$ cat src/rtl/gray_counter_ud.sv
// Up/down Gray-code counter: binary state register with a separately registered
// Gray output, parallel load (binary or Gray), wrap/saturate limits and strobes.
module gray_counter_ud #(
  parameter int          DATA_WIDTH  = 4,
  parameter int          SATURATE    = 0,
  parameter int unsigned RESET_VALUE = 0
) (
  input  logic                  clk,
  input  logic                  reset,
  input  logic                  en,
  input  logic                  up,
  input  logic                  load,
  input  logic                  load_gray,
  input  logic [DATA_WIDTH-1:0] load_val,
  output logic [DATA_WIDTH-1:0] gray_out,
  output logic [DATA_WIDTH-1:0] bin_out,
  output logic                  tc,
  output logic                  at_max,
  output logic                  at_min,
  output logic                  changed
);

  localparam logic [DATA_WIDTH-1:0] MAX_B = '1;
  localparam logic [DATA_WIDTH-1:0] ONE_B = DATA_WIDTH'(1);
  localparam logic [DATA_WIDTH-1:0] RST_B = RESET_VALUE[DATA_WIDTH-1:0];

  function automatic logic [DATA_WIDTH-1:0] bin2gray(input logic [DATA_WIDTH-1:0] b);
    return b ^ (b >> 1);
  endfunction

  function automatic logic [DATA_WIDTH-1:0] gray2bin(input logic [DATA_WIDTH-1:0] g);
    logic [DATA_WIDTH-1:0] b;
    b[DATA_WIDTH-1] = g[DATA_WIDTH-1];
    for (int i = DATA_WIDTH - 2; i >= 0; i--) begin
      b[i] = b[i+1] ^ g[i];
    end
    return b;
  endfunction

  logic [DATA_WIDTH-1:0] r_bin;
  logic [DATA_WIDTH-1:0] r_gray;
  logic                  r_tc;
  logic                  r_changed;

  logic [DATA_WIDTH-1:0] w_bin_next;
  logic [DATA_WIDTH-1:0] w_gray_next;
  logic                  w_wrap;
  logic                  w_changed_next;

  always_comb begin
    w_bin_next = r_bin;
    w_wrap     = 1'b0;
    if (load) begin
      w_bin_next = load_gray ? gray2bin(load_val) : load_val;
    end else if (en) begin
      if (up) begin
        if (r_bin != MAX_B) begin
          w_bin_next = r_bin + ONE_B;
        end else if (SATURATE == 0) begin
          w_bin_next = '0;
          w_wrap     = 1'b1;
        end
      end else begin
        if (r_bin != '0) begin
          w_bin_next = r_bin - ONE_B;
        end else if (SATURATE == 0) begin
          w_bin_next = MAX_B;
          w_wrap     = 1'b1;
        end
      end
    end
    w_gray_next    = bin2gray(w_bin_next);
    // A hold (including a saturated step or reloading the same value) leaves the code unchanged.
    w_changed_next = (w_gray_next != r_gray);
  end

  always_ff @(posedge clk) begin
    if (reset) begin
      r_bin     <= RST_B;
      r_gray    <= bin2gray(RST_B);
      r_tc      <= 1'b0;
      r_changed <= 1'b0;
    end else begin
      r_bin     <= w_bin_next;
      r_gray    <= w_gray_next;
      r_tc      <= w_wrap;
      r_changed <= w_changed_next;
    end
  end

  assign bin_out  = r_bin;
  assign gray_out = r_gray;
  assign tc       = r_tc;
  assign changed  = r_changed;
  assign at_max   = (r_bin == MAX_B);
  assign at_min   = (r_bin == '0);

endmodule

$ cat config.mk
export PLATFORM = sky130hd
export DESIGN_NAME = gray_counter_ud
export DESIGN_NICKNAME = d
export VERILOG_FILES = /design/src/rtl/gray_counter_ud.sv
export SDC_FILE = /design/constraint.sdc
export NUM_CORES = 1
export LEC_CHECK = 0
export CORE_MARGIN = 3
export CORE_UTILIZATION = 40
export DETAILED_ROUTE_END_ITERATION = 8
export GPL_TIMING_DRIVEN = 0
export PLACE_DENSITY = 0.71
export SLEW_MARGIN = 15
export SYNTH_ARGS = -nofsm -noshare
export SYNTH_HDL_FRONTEND = slang
export SYNTH_SLANG_ARGS = --single-unit
$ cat constraint.sdc
create_clock -name clk -period 3.2 [get_ports clk]
set_input_delay 0.48 -clock clk [delete_from_list [all_inputs] [get_ports clk]]
set_output_delay 0.48 -clock clk [all_outputs]
set_load 0.02 [all_outputs]
Yosys cells after proc, flatten, opt, wreduce, memory -nomap -nowiden
Cells that the tools add are included.
{"block": "classes", "eq_ne": 3, "addsub": 2, "reduce_logical": 3, "bitwise": 5, "muxes": 9}
{"cell": "$mux 4", "count": 5}
{"cell": "$add 4x1->4 const B", "count": 1}
{"cell": "$eq 4x4->1 const B", "count": 1}
{"cell": "$logic_not 4->1", "count": 1}
{"cell": "$ne 4x4->1", "count": 1}
{"cell": "$ne 4x4->1 const B", "count": 1}
{"cell": "$reduce_bool 4->1", "count": 1}
{"cell": "$sub 4x1->4 const B", "count": 1}
{"cell": "$xor 4x3->4", "count": 1}
{"cell": "$mux 1", "count": 3}
{"cell": "$mux 3", "count": 1}
{"cell": "$reduce_or 3->1", "count": 1}
{"cell": "$xor 1x1->1", "count": 3}
{"cell": "$not 1->1", "count": 1}
{"block": "totals", "ff_bits": 10, "out_inout_bits": 12, "elab_cells": 26, "input_bits": 10}

Depth between registers and ports, before layout
{"block": "depth", "depth_word": 7, "mapped_depth": 10, "ltp_nobuf": 10}

Worst setup path after synthesis
No wires, ideal clock.
{"block": "synth_path", "path_type": "flip-flop to flip-flop", "start": "register r_bin[0] (netlist: bin_out[0])", "end": "register r_changed (netlist: changed)", "required_time_ps": 3070, "arrival_ps": 2260, "stages_incl_launch_ff": 11, "path_slack_ps": 810, "path_buffers": 0, "period_less_slack_ps": 2390, "setup_ps": 130, "path_cell_list": "dfxtp_1 > inv_1 > ha_1 > xnor2_1 > a211oi_2 > a31oi_4 > xor2_2 > or2_1 > mux2_2 > o2bb2ai_1 > a21oi_1"}
{"block": "synth_via", "elab_chain_len": 7, "word_cells_on_any_way": 11, "classes_between": "add/sub: 2; eq/ne: 2; mux: 5; bitwise: 1; reduce/logical: 1"}
{"item": "start, declared", "line_no": "40", "text": "logic [DATA_WIDTH-1:0] r_bin;"}
{"item": "start signal, assigned", "line_no": "84", "text": "r_bin <= w_bin_next;"}
{"item": "$sub 4x1->4 (tied with other cells)", "line_no": "65", "text": "w_bin_next = r_bin - ONE_B;"}
{"item": "$mux 4 (on tied branches)", "line_no": "64, 57"}
{"item": "$mux 4", "line_no": "56", "text": "if (up) begin"}
{"item": "$mux 4 *", "line_no": "55", "text": "end else if (en) begin"}
{"item": "$mux 4 *", "line_no": "53", "text": "if (load) begin"}
{"item": "$xor 4x3->4 *", "line_no": "28", "text": "return b ^ (b >> 1);"}
{"item": "$ne 4x4->1 *", "line_no": "74", "text": "w_changed_next = (w_gray_next != r_gray);"}
{"item": "end signal, assigned", "line_no": "87", "text": "r_changed <= w_changed_next;"}
{"item": "end, declared", "line_no": "43", "text": "logic r_changed;"}
Every way passes the cells marked *; elsewhere a longest branch is shown, timed or not.
A chain may end at the register's enable or synchronous reset.

Worst setup path in the final report
Ends and elaborated chain as after synthesis.

==> reports/metrics.cfg <==
[critical_path]
cpPeakStageDelay_ns=0.47
cp_slowest_cell=dfxtp_1
end_kind=register
reg2reg_depth=10
cp_num_cells=10
cp_num_buf_inv=1
path_max_fanout=8
critPathKind=reg -> reg
crit_start=bin_out[0]$_SDFF_PP0_
r2r_end=changed$_SDFF_PP0_
cp.required_ns=3.34
regToRegSetupSlack_ns=0.76
reg2reg_from=bin_out[0]$_SDFF_PP0_
cp_data_arrival_time_ns=2.58
worstPathCellList=inv_1 > ha_1 > xnor2_1 > a211oi_2 > a31oi_4 > xor2_2 > or2_1 > mux2_2 > o2bb2ai_1 > a21oi_1
crit_family=compound AO/OA/AOI/OAI gates
worstSetupStartpointType=register
crit_end=changed$_SDFF_PP0_

[global_routing]
grt_start_max_net_pins=11
grtUsageTotal_pct=15.5
antenna_found_initial=0
grt_pass1_vias=562
grt_pass1_wl_mm=2.37
grt_overflow=0

[routing]
vias_per_cell=5.27
drc=0
num_vias=643
drt_iter0_drc=11
routed_wl_mm=1.45
first_pass_iters=4
ant_nets=0
wl_per_cell_um=11.9

[cells_and_area]
nNetsFinal=120
drive_gt1_share_pct=14.2
n_fill_cell=150
syn2layout_area_growth_pct=32.7
final_cell_count_no_fill=122
n_antenna_cell=0

[placement]
io_buffer_count=18
numPlacedInstances=118
routabilityCongestion=0.725
hpwl_mm=1.12

[logic_synthesis]
syn_area_um2=692
synth_top_family_by_area=compound AO/OA/AOI/OAI gates
synthSimpleGateAreaFrac_pct=21.0
synth_compound_area_share_pct=23.0
synthXorXnorAreaFrac_pct=16.3
avgSynthCellArea_um2=8.24
ys_warn_count=0
synth.area.mux_share_pct=1.63
synth-seq-cells=9
synth_fp_nets=97
synthAdderAreaFrac_pct=5.42
yosysUniqueCellTypes=32
ys_seq_area_share_pct=26.0
synthCells=84

[sta]
drv_slew=0
hold_viol=0
fin_tns_setup_ns=0
worstMarginPinSlew_ns=0.393
slew_headroom_pct=73.8
fin_crit_sh_pct=76.2
grt_setup_unrepaired=false
period_minus_slack_ns=2.44
finalSetupViolCount=0
max_clock_freq_ghz=0.410
finalClockSkew_ns=0.00372

[status]
outcome=finished, final reports clean

[floorplanning]
die_h_um=47.6
fp.dieW_um=47.6
io_pins=22
num_rows=14
start_util_pct=44.4
dieArea_um2=2260
coreArea_um2=1560

[clock_network]
cts_resized=0
clock_sinks=9
h-tree-depth=1
cts_hold_buf=0
tritoncts=built
clk_latency_ns=0.27
cts_buffers=3
postCtsSetupRepairBufs=0
clkTransAtPathRegs_ns=0.06
root_buffer=clkbuf_4
cts_buffer_depth=2

[run]
cap_violations=0

[pwr]
p_per_area_nw_per_um2=436
vdd_drop_max_v=0.000291
power.leakage_nw=0.365

[hold_path]
hp-class=in -> reg

[through the flow]
step           total power, mW  hold slack [ns]  setup WS, ns  util [%]  cell area, µm²
2_1_floorplan            0.257            0.642         0.810         -             692
3_3_place_gp             0.309            0.548         0.515      57.2             892
3_5_place_dp             0.315            0.573         0.472      57.2             892
4_1_cts                  0.403            0.569         0.749      58.9             918
5_1_grt                  0.428            0.579         0.552      58.9             918
6_report                 0.400            0.576         0.762      58.9             918
[where the power goes]
group | internal, mW | switching (mW) | leakage (nW) | total [mW]
Sequential | 0.125 | 0.0124 | 0.0748 | 0.137
Clock | 0.0481 | 0.0406 | 0.0150 | 0.0887
Combinational | 0.0857 | 0.0886 | 0.275 | 0.174
Total | 0.259 | 0.142 | 0.365 | 0.400
[kinds of logic after synthesis]
| family | Yosys count |
|---|---|
| mux | 1 |
| fa+ha+maj | 3 |
| compound gates | 20 |
| flops | 9 |
| simple gates | 29 |
| buf+inv | 10 |
| xor+xnor | 12 |
[registers in the layout, indices dropped and copies added (netlist names)]
signal    count
bin_out       4
gray_out      3
changed       1
tc            1
[final cells by class]
cell class / instances / area, µm² / area share, %
multi-input combinational: 65 / 465 / 50.7
inverter: 4 / 15.0 / 1.63
sequential: 9 / 180 / 19.6
buffer: 6 / 31.3 / 3.41
clock buffer: 4 / 26.3 / 2.86
timing repair buffer: 18 / 180 / 19.6
tap: 16 / 20.0 / 2.18
[worst min path at each step]
stage | start | to | depth (start not counted) | slack [ns]
after floorplan | en | tc$_SDFF_PP0_ | 2 | 0.64
after global placement | gray_out[0]$_SDFF_PP0_ | changed$_SDFF_PP0_ | 2 | 0.55
after detailed placement | gray_out[0]$_SDFF_PP0_ | changed$_SDFF_PP0_ | 2 | 0.57
after CTS | reset | gray_out[1]$_SDFF_PP0_ | 2 | 0.57
after global routing | reset | gray_out[2]$_SDFF_PP0_ | 2 | 0.58
final | reset | gray_out[1]$_SDFF_PP0_ | 2 | 0.58
[worst register-to-register path: stages (launching register included)]
cell and delay (ns):
dfxtp_1 0.47, inv_1 0.11, ha_1 0.32, xnor2_1 0.14
a211oi_2 0.29, a31oi_4 0.09, xor2_2 0.19, or2_1 0.23
mux2_2 0.27, o2bb2ai_1 0.14, a21oi_1 0.07
[synth_stat cells]
cell type / count / area [µm²]
xnor2_1: 8 / 70.1
a21o_1: 1 / 7.51
o21ai_0: 2 / 10.0
mux2_2: 1 / 11.3
buf_2: 4 / 20.0
a22oi_4: 1 / 21.3
buf_1: 1 / 3.75
a311oi_1: 1 / 8.76
o221ai_1: 1 / 8.76
inv_1: 4 / 15.0
a31oi_4: 1 / 21.3
xor2_1: 3 / 26.3
o2bb2ai_1: 1 / 8.76
a211oi_2: 1 / 12.5
nand2_1: 5 / 18.8
ha_1: 3 / 37.5
nor4_1: 1 / 6.26
nor2_1: 10 / 37.5
nand2b_1: 1 / 6.26
and2_1: 1 / 6.26
or3_4: 1 / 11.3
nor2b_1: 4 / 25.0
and3_1: 2 / 12.5
dfxtp_1: 9 / 180
nand3_1: 1 / 5.00
nor3_1: 2 / 10.0
xor2_2: 1 / 16.3
o21ai_1: 2 / 10.0
or2_1: 1 / 6.26
buf_4: 1 / 7.51
o21ba_2: 1 / 10.0
a21oi_1: 8 / 40.0
[per-layer routing]
metal	wire length [µm]	GRT usage [%]	up-vias
li1	-	-	324
met1	606	17.3	298
met2	727	25.7	19
met3	94	6.77	2
met4	19	6.45	0
met5	0	0	-
[cells in the final DEF (no fill, tap or decap), types with 2 or more instances in the layout]
master           instances
nand2_1                  5
xor2_1                   3
o21ai_0                  2
nor2_1                  10
xnor2_1                  8
buf_2                    4
ha_1                     3
a21oi_1                  8
nor2b_1                  4
dfxtp_1                  9
o21ai_1                  2
nor3_1                   2
inv_1                    4
clkbuf_4                 3
and3_1                   2
clkdlybuf4s50_1         18
Note: power is estimated with default switching activity, not from simulation.
